==> config.mk <==
export PLATFORM = sky130hd
export DESIGN_NAME = pspl_axi_lite_slave
export DESIGN_NICKNAME = d
export VERILOG_FILES = /design/src/rtl/zynq_pspl_pkg.sv /design/src/rtl/pspl_axi_wr_ctrl.sv /design/src/rtl/pspl_axi_lite_slave.sv
export SDC_FILE = /design/constraint.sdc
export NUM_CORES = 1
export LEC_CHECK = 0
export BUFFER_PORTS_ARGS = -buffer_cell sky130_fd_sc_hd__buf_2
export CELL_PAD_IN_SITES_DETAIL_PLACEMENT = 1
export CELL_PAD_IN_SITES_GLOBAL_PLACEMENT = 1
export CORE_AREA = 5 5 468 470
export CTS_CLUSTER_DIAMETER = 150
export DETAILED_ROUTE_END_ITERATION = 10
export DIE_AREA = 0 0 473 475
export PLACE_DENSITY_LB_ADDON = 0.1
export SLEW_MARGIN = 10
export SYNTH_ARGS = -nofsm -noshare
export SYNTH_HDL_FRONTEND = slang
export SYNTH_SLANG_ARGS = --single-unit
==> constraint.sdc <==
create_clock -name S_AXI_ACLK -period 3 [get_ports S_AXI_ACLK]
set_input_delay 0.3 -clock S_AXI_ACLK [delete_from_list [all_inputs] [get_ports S_AXI_ACLK]]
set_output_delay 0.3 -clock S_AXI_ACLK [all_outputs]
set_load 0.02 [all_outputs]
==> src/rtl/zynq_pspl_pkg.sv <==
// Shared constants and types for the PS-PL AXI4-Lite register-bank slave.
package zynq_pspl_pkg;
  localparam int         ADDR_LSB          = 2;
  localparam int         OPT_MEM_ADDR_BITS = 4;
  localparam logic [1:0] RESP_OKAY         = 2'b00;

  typedef logic [4:0] reg_index_t;

  typedef struct packed {
    reg_index_t  index;
    logic [31:0] data;
    logic [3:0]  strb;
  } wr_req_t;
endpackage

==> src/rtl/pspl_axi_wr_ctrl.sv <==
// AXI4-Lite write channel: independent AW/W capture, commit gating and B response.
module pspl_axi_wr_ctrl
  import zynq_pspl_pkg::*;
#(
  parameter int ADDR_W = 7
) (
  input  logic              gclk,
  input  logic              grst_n,
  input  logic [ADDR_W-1:0] awaddr,
  input  logic              awvalid,
  output logic              awready,
  input  logic [31:0]       wdata,
  input  logic [3:0]        wstrb,
  input  logic              wvalid,
  output logic              wready,
  output logic              bvalid,
  input  logic              bready,
  output logic              commit,
  output wr_req_t           req
);
  logic aw_held, w_held, aw_held_nxt, w_held_nxt;
  logic aw_hs, w_hs;

  assign aw_hs  = awvalid & awready;
  assign w_hs   = wvalid & wready;
  // A held pair may only retire once the slot for its B response is free.
  assign commit = aw_held & w_held & (~bvalid | bready);

  always_comb begin
    aw_held_nxt = aw_held;
    w_held_nxt  = w_held;
    if (commit) begin
      aw_held_nxt = 1'b0;
      w_held_nxt  = 1'b0;
    end else begin
      if (aw_hs) aw_held_nxt = 1'b1;
      if (w_hs)  w_held_nxt  = 1'b1;
    end
  end

  always_ff @(posedge gclk or negedge grst_n) begin
    if (!grst_n) begin
      aw_held <= 1'b0;
      w_held  <= 1'b0;
      awready <= 1'b0;
      wready  <= 1'b0;
      bvalid  <= 1'b0;
      req     <= '0;
    end else begin
      aw_held <= aw_held_nxt;
      w_held  <= w_held_nxt;
      awready <= ~aw_held_nxt;
      wready  <= ~w_held_nxt;
      if (aw_hs) req.index <= awaddr[ADDR_LSB+OPT_MEM_ADDR_BITS:ADDR_LSB];
      if (w_hs) begin
        req.data <= wdata;
        req.strb <= wstrb;
      end
      if (commit)      bvalid <= 1'b1;
      else if (bready) bvalid <= 1'b0;
    end
  end

  logic unused_addr;
  assign unused_addr = ^awaddr[ADDR_LSB-1:0];
endmodule

==> src/rtl/pspl_axi_lite_slave.sv <==
// PS-PL register bank: 32 writable words out on slv_wires, reads served from an external mux.
module pspl_axi_lite_slave
  import zynq_pspl_pkg::*;
#(
  parameter int C_S_AXI_DATA_WIDTH = 32,
  parameter int C_S_AXI_ADDR_WIDTH = 7,
  parameter int NUM_REGS           = 32
) (
  input  logic                            S_AXI_ACLK,
  input  logic                            S_AXI_ARESETN,
  input  logic [C_S_AXI_ADDR_WIDTH-1:0]   S_AXI_AWADDR,
  input  logic [2:0]                      S_AXI_AWPROT,
  input  logic                            S_AXI_AWVALID,
  output logic                            S_AXI_AWREADY,
  input  logic [C_S_AXI_DATA_WIDTH-1:0]   S_AXI_WDATA,
  input  logic [C_S_AXI_DATA_WIDTH/8-1:0] S_AXI_WSTRB,
  input  logic                            S_AXI_WVALID,
  output logic                            S_AXI_WREADY,
  output logic [1:0]                      S_AXI_BRESP,
  output logic                            S_AXI_BVALID,
  input  logic                            S_AXI_BREADY,
  input  logic [C_S_AXI_ADDR_WIDTH-1:0]   S_AXI_ARADDR,
  input  logic [2:0]                      S_AXI_ARPROT,
  input  logic                            S_AXI_ARVALID,
  output logic                            S_AXI_ARREADY,
  output logic [C_S_AXI_DATA_WIDTH-1:0]   S_AXI_RDATA,
  output logic [1:0]                      S_AXI_RRESP,
  output logic                            S_AXI_RVALID,
  input  logic                            S_AXI_RREADY,
  output logic [C_S_AXI_ADDR_WIDTH-1:0]   axi_araddr,
  input  logic [C_S_AXI_DATA_WIDTH-1:0]   reg_data_out,
  output logic [NUM_REGS*32-1:0]          slv_wires,
  output logic [NUM_REGS-1:0]             wr_pulse
);
  logic    commit;
  wr_req_t req;
  logic [NUM_REGS-1:0][31:0] regs;

  pspl_axi_wr_ctrl #(.ADDR_W(C_S_AXI_ADDR_WIDTH)) u_wr (
    .gclk    (S_AXI_ACLK),
    .grst_n  (S_AXI_ARESETN),
    .awaddr  (S_AXI_AWADDR),
    .awvalid (S_AXI_AWVALID),
    .awready (S_AXI_AWREADY),
    .wdata   (S_AXI_WDATA),
    .wstrb   (S_AXI_WSTRB),
    .wvalid  (S_AXI_WVALID),
    .wready  (S_AXI_WREADY),
    .bvalid  (S_AXI_BVALID),
    .bready  (S_AXI_BREADY),
    .commit  (commit),
    .req     (req)
  );

  for (genvar i = 0; i < NUM_REGS; i++) begin : g_reg
    logic [31:0] q;
    always_ff @(posedge S_AXI_ACLK or negedge S_AXI_ARESETN) begin
      if (!S_AXI_ARESETN) q <= '0;
      else if (commit && req.index == reg_index_t'(i))
        for (int k = 0; k < 4; k++)
          if (req.strb[k]) q[8*k +: 8] <= req.data[8*k +: 8];
    end
    assign regs[i] = q;
  end

  assign slv_wires   = regs;
  assign S_AXI_BRESP = RESP_OKAY;
  assign S_AXI_RRESP = RESP_OKAY;

  always_ff @(posedge S_AXI_ACLK or negedge S_AXI_ARESETN) begin
    if (!S_AXI_ARESETN) wr_pulse <= '0;
    else                wr_pulse <= commit ? (NUM_REGS'(1) << req.index) : '0;
  end

  // Read: address is exported on the handshake edge, the mux result is sampled one edge later.
  logic rd_busy, rd_busy_nxt, rd_fetch, ar_hs, r_hs;
  assign ar_hs = S_AXI_ARVALID & S_AXI_ARREADY;
  assign r_hs  = S_AXI_RVALID & S_AXI_RREADY;

  always_comb begin
    rd_busy_nxt = rd_busy;
    if (ar_hs)     rd_busy_nxt = 1'b1;
    else if (r_hs) rd_busy_nxt = 1'b0;
  end

  always_ff @(posedge S_AXI_ACLK or negedge S_AXI_ARESETN) begin
    if (!S_AXI_ARESETN) begin
      rd_busy       <= 1'b0;
      rd_fetch      <= 1'b0;
      S_AXI_ARREADY <= 1'b0;
      S_AXI_RVALID  <= 1'b0;
      S_AXI_RDATA   <= '0;
      axi_araddr    <= '0;
    end else begin
      rd_busy       <= rd_busy_nxt;
      rd_fetch      <= ar_hs;
      S_AXI_ARREADY <= ~rd_busy_nxt;
      if (ar_hs) axi_araddr <= S_AXI_ARADDR;
      if (rd_fetch) begin
        S_AXI_RDATA  <= reg_data_out;
        S_AXI_RVALID <= 1'b1;
      end else if (r_hs) begin
        S_AXI_RVALID <= 1'b0;
      end
    end
  end

  logic unused_prot;
  assign unused_prot = ^{S_AXI_AWPROT, S_AXI_ARPROT};
endmodule

After elaboration in Yosys (flattened, before gate mapping)
Cells that the tools add are included.
Widths: inputs -> output; s select.
- add/sub/neg operators: 0
- multiply operators: 0
- divide/modulo/power cells: 0
- magnitude comparators: 0
- equal/unequal tests: 31
- shift operators: 1
- mux-type cells: 11
- bitwise operators: 11
- reduce and logical (&&, ||, !) cells: 163
- operators with widths (kind ; number):
    $reduce_and 2->1 ; 128
    $eq 5x5->1 const B ; 16
    $eq 5x4->1 const B ; 8
    $logic_and 1x1->1 ; 32
    $mux 32 ; 1
    $shl 1x5->32 const A ; 1
    $eq 5x3->1 const B ; 4
    $eq 5x2->1 const B ; 2
    $mux 1 ; 10
    $and 1x1->1 ; 6
    $eq 5x1->1 const B ; 1
    $logic_not 5->1 ; 1
    $not 1->1 ; 4
    $reduce_bool 2->1 ; 2
    $or 1x1->1 ; 1
- register bits after elaboration: 1145
- latch bits: 0
- RAM bits: 0
- memory bits (read-only): 0
- output and inout bits: 1104
- word-level logic and storage cells: 360
- memories: 0

Depth between registers and ports, before layout
- word-level depth: 5
- mapped depth: 6
- gate-level depth less buffers: 3

Modules after synthesis
From an unflattened synthesis, not the netlist that was laid out.
- cells, all modules: 2614
- area, all modules: 43377.9 um^2
- by module, submodules not included (module ; times used ; cells an instance ; area an instance (um^2) ; seq. area each (um^2)):
    pspl_axi_lite_slave ; 1 ; 2512 ; 41584.9 ; 27501.4
    pspl_axi_wr_ctrl ; 1 ; 102 ; 1793.0 ; 1151.1

Worst setup path after synthesis
Ideal clock, no wire load.
- kind: register to register
- from: register u_wr.bvalid
- to: register g_reg[9].q[0]
- setup time: 0.125 ns
- data arrival time: 2.170 ns
- data required time: 2.875 ns
- setup slack: 0.704 ns
- stages on the path, launching flop included: 7
- path buffers: 3
- clock period less this slack: 2.296 ns
- path through: dfrtp_1 -> nor2b_1 -> buf_2 -> buf_2 -> buf_4 -> nor4_4 -> mux2_4
- word-level cells in the longest chain between the ends: 5
- RTL lines (item ; line ; source):
    from (decl) ; pspl_axi_wr_ctrl.sv:16 ; output logic bvalid,
    from (signal assigned) ; pspl_axi_wr_ctrl.sv:47 ; bvalid <= 1'b0;
    from (signal assigned) ; pspl_axi_wr_ctrl.sv:59 ; if (commit) bvalid <= 1'b1;
    from (signal assigned) ; pspl_axi_wr_ctrl.sv:60 ; else if (bready) bvalid <= 1'b0;
    $not 1->1 ; pspl_axi_wr_ctrl.sv:27 ; assign commit = aw_held & w_held & (~bvalid | bready);
    $or 1x1->1 ; pspl_axi_wr_ctrl.sv:27 ;
    $and 1x1->1 ; pspl_axi_wr_ctrl.sv:27 ;
    $logic_and 1x1->1 ; pspl_axi_lite_slave.sv:59 ; else if (commit && req.index == reg_index_t'(i))
    $reduce_and 2->1 (no line) ; - ;
    to (signal, indexed assignment) ; pspl_axi_lite_slave.sv:61 ; if (req.strb[k]) q[8*k +: 8] <= req.data[8*k +: 8];
    to (decl) ; pspl_axi_lite_slave.sv:56 ; logic [31:0] q;
Every way passes these cells.
A chain may end at the register's enable or synchronous reset.

Final worst setup path
- from: register, netlist name u_wr.req[37]
- to: register g_reg[31].q[24]
- word-level cells in the longest chain between the ends: 3
- RTL lines (item ; line):
    $eq 5x5->1 ; pspl_axi_lite_slave.sv:59
    $logic_and 1x1->1 ; pspl_axi_lite_slave.sv:59
    $reduce_and 2->1 (no line) ; -
    to (signal, indexed assignment) ; pspl_axi_lite_slave.sv:61
    to (decl) ; pspl_axi_lite_slave.sv:56
Every way passes these cells.

==> impl_metrics.yaml <==
run_status:
  status: "complete, no violations"
floorplan:
  start_util_pct: 21.1
  die_x_um: 473
  die-height_um: 475
  io_pins: 1199
  coreArea_um2: 214000
  die_area_um2: 225000
  num_rows: 170
critical_path:
  critical_path_class: "reg2reg"
  arrival_ns: 3.35
  crit_fanout: 23
  critPathRequiredTime_ns: 3.65
  worst_setup_path_end_kind: "flip-flop"
  rrSetupSlack_ns: 0.30
  crit_path_start_kind: "flip-flop"
sta:
  relSlewSlack_pct: 27.4
  slew_viol_final: 0
  max_slew.worst_pin.slew_ns: 1.09
  finalCriticalPeriod_ns: 2.70
  whs_ns: 0.161
  report.final.hold_viol_count: 0
  rsz0062_at_grt: "false"
  min_period_over_period_pct: 90.0
  fin_tns_setup_ns: 0
  setup_viol: 0
  worst_clock_skew_ns: 0.0284
  fmax_ghz: 0.370
clock_tree:
  post-cts-setup-buffers: 0
  clockRootBuffer: "clkbuf_16"
  cts_resized: 0
  cts_tree: "done"
  clk_pin_slew_ns: 0.05
  insertion_delay_ns: 0.78
  h-tree-depth: 4
  clock-sinks: 1145
  cts_buffers: 148
  cts_buffer_depth: 3
placement:
  dp_hpwl_um: 150000
  placed_cell_area_um2: 55800
  port_buffers: 1186
  gp_congestion: 0.727
logic_synthesis:
  ys_warn_count: 0
  synth_area_leaders: "dfrtp_1, mux2_2, nor4_4, mux2_4, clkbuf_1"
  synth_top_area_share_pct: 63.5
  synth_simple_gate_area_share_pct: 6.60
  yosysSeqAreaShare_pct: 63.5
  synthXorXnorAreaFrac_pct: 0
  synth_top_family_by_area: "multiplexers"
  ys_seq_elements: 1145
  synth_compound_area_share_pct: 0.0749
  synth_mux_area_share_pct: 28.0
  synth_area_per_cell_um2: 17.0
  netlist_area_um2: 45100
  synth_cell_types: 34
  postSynthCellCount: 2656
  yosysTopAreaCell: "dfrtp_1"
  synth_fa_ha_area_share_pct: 0
routing:
  drc_errors: 0
  wl_per_cell_um: 28.8
  drt_iter0_markers: 925
  dr.pass1.iters: 4
  antenna_left: 0
  via_per_inst: 4.11
  vias: 29000
  drt_wl_total_um: 203000
final_layout:
  finish.net_count: 4215
  finish.utilization_pct: 28.6
  syn2layout_area_growth_pct: 35.9
  drive_above_1_share_pct: 67.1
  seqCellArea_um2: 28700
  fillers: 23000
  multiInputGateArea_um2: 15700
  design_area_um2: 61300
global_routing:
  antenna_found_initial: 18
  grt_start_max_net_pins: 92
  grtUsageMet2_pct: 28.5
  grt_usage_pct: 17.8
  grt_first_pass_wirelength_um: 280000
  grt_pass1_vias: 32000
  use_met3_pct: 8.06
  top_usage_layer: "met2"
  use_met1_pct: 21.2
  grt-ovfl-total: 0
hold_path:
  hp-class: "in2reg"
flow_run:
  drv_cap: 0
pwr:
  ir_drop_v: 0.000585
  powerDensity_nw_per_um2: 932
  power.leakage_nw: 31.8
==> logic make-up (layout without fill, tap and decap cells) <==
family	count (synthesis)	after routing
AO/OA/AOI/OAI	5	5
buffers and inverters	177	1739
multiplexers	1104	1104
AND/OR/NAND/NOR	224	224
flip-flops	1145	1145
other	1	12
==> cells in the mapped netlist, drive strengths merged <==
cell type	count
nand2b	3
nor2b	1
nand3b	13
inv	4
or3b	10
o22ai	1
nand3	14
or3	5
dfrtp	1145
nor3b	7
nand2	6
a21oi	1
nor2	24
or2	1
conb	1
mux2	1104
clkbuf	125
nand4	16
and2	3
nor3	9
buf	48
nor4	112
a21o	3
==> cell usage in the layout (no fill, tap or decap), drive strengths merged, types with 3 or more instances in the layout <==
| master | synthesis | final |
|---|---|---|
| buf | 48 | 1400 |
| dfrtp | 1145 | 1145 |
| mux2 | 1104 | 1104 |
| clkbuf | 125 | 225 |
| nor4 | 112 | 112 |
| dlygate4sd3 | 0 | 84 |
| nor2 | 24 | 24 |
| nand4 | 16 | 16 |
| clkinv | 0 | 16 |
| nand3 | 14 | 14 |
| nand3b | 13 | 13 |
| or3b | 10 | 10 |
| inv | 4 | 10 |
| nor3 | 9 | 9 |
| diode | 0 | 8 |
| nor3b | 7 | 7 |
| nand2 | 6 | 6 |
| or3 | 5 | 5 |
| conb | 1 | 4 |
| nand2b | 3 | 3 |
| a21o | 3 | 3 |
| bufinv | 0 | 3 |
| and2 | 3 | 3 |
==> metrics by stage <==
step	total power, W	worst slack, ns	std cells
floorplan	0.0309	0.704	2659
detailed placement	0.0408	0.263	6724
global route	0.0602	0.147	7066
global placement	0.0406	0.290	6724
finish	0.0571	0.299	7067
CTS	0.0588	0.233	7059
==> power breakdown <==
group | total (W) | internal, W | switching (W) | leakage (nW)
Combinational | 0.0179 | 0.00574 | 0.0121 | 14.0
Sequential | 0.0219 | 0.0185 | 0.00345 | 15.5
Clock | 0.0173 | 0.0102 | 0.00710 | 2.27
Total | 0.0571 | 0.0344 | 0.0227 | 31.8
==> worst paths after layout <==
check / startpoint / end / cells past startpoint
setup / recovery: u_wr.req[37] / g_reg[31].q[24] / 4
hold / removal: S_AXI_BREADY / u_wr.bvalid / 3
setup reg to reg: u_wr.req[37] / g_reg[31].q[24] / 4
hold reg to reg: g_reg[2].q[29] / g_reg[2].q[29] / 1
max in group asynchronous: S_AXI_ARESETN / g_reg[31].q[27] / 3
min in group asynchronous: S_AXI_ARESETN / g_reg[20].q[7] / 2
==> worst max-delay path, stage by stage, from the launching register on <==
cell and delay [ns]:
dfrtp_2 0.72, nand3_1 0.73, nor4_2 0.41, buf_4 0.31, mux2_2 0.37
==> flip-flops by register name, summed over array words and instances (netlist names) <==
register and cells:
g.q 1024, u_wr.req 41, S_AXI_RDATA 32, wr_pulse 32, axi_araddr 7, S_AXI_ARREADY 1
S_AXI_RVALID 1, rd_busy 1, rd_fetch 1, u_wr.aw_held 1, u_wr.awready 1, u_wr.bvalid 1
u_wr.w_held 1, u_wr.wready 1
==> per-layer routing <==
metal	vias to the layer above	wire (µm)
met5	-	13
met1	15400	82300
li1	12500	-
met2	944	93800
met4	2	6720
met3	238	20500
==> final cells by class <==
cell class,instances,share of cell area (%)
clock buffer,225,7.06
tap,2838,5.80
antenna,8,0.0327
clock inverter,26,0.513
multi-input combinational,1337,25.7
sequential,1145,46.8
inverter,4,0.0245
timing repair buffer,1484,14.1
==> timing repair <==
action	in CTS	in global routing
endpoints found under the hold margin	282	0
setup endpoints to repair	0	0
hold buffers	84	0
Power figures use the tool's default switching activity.
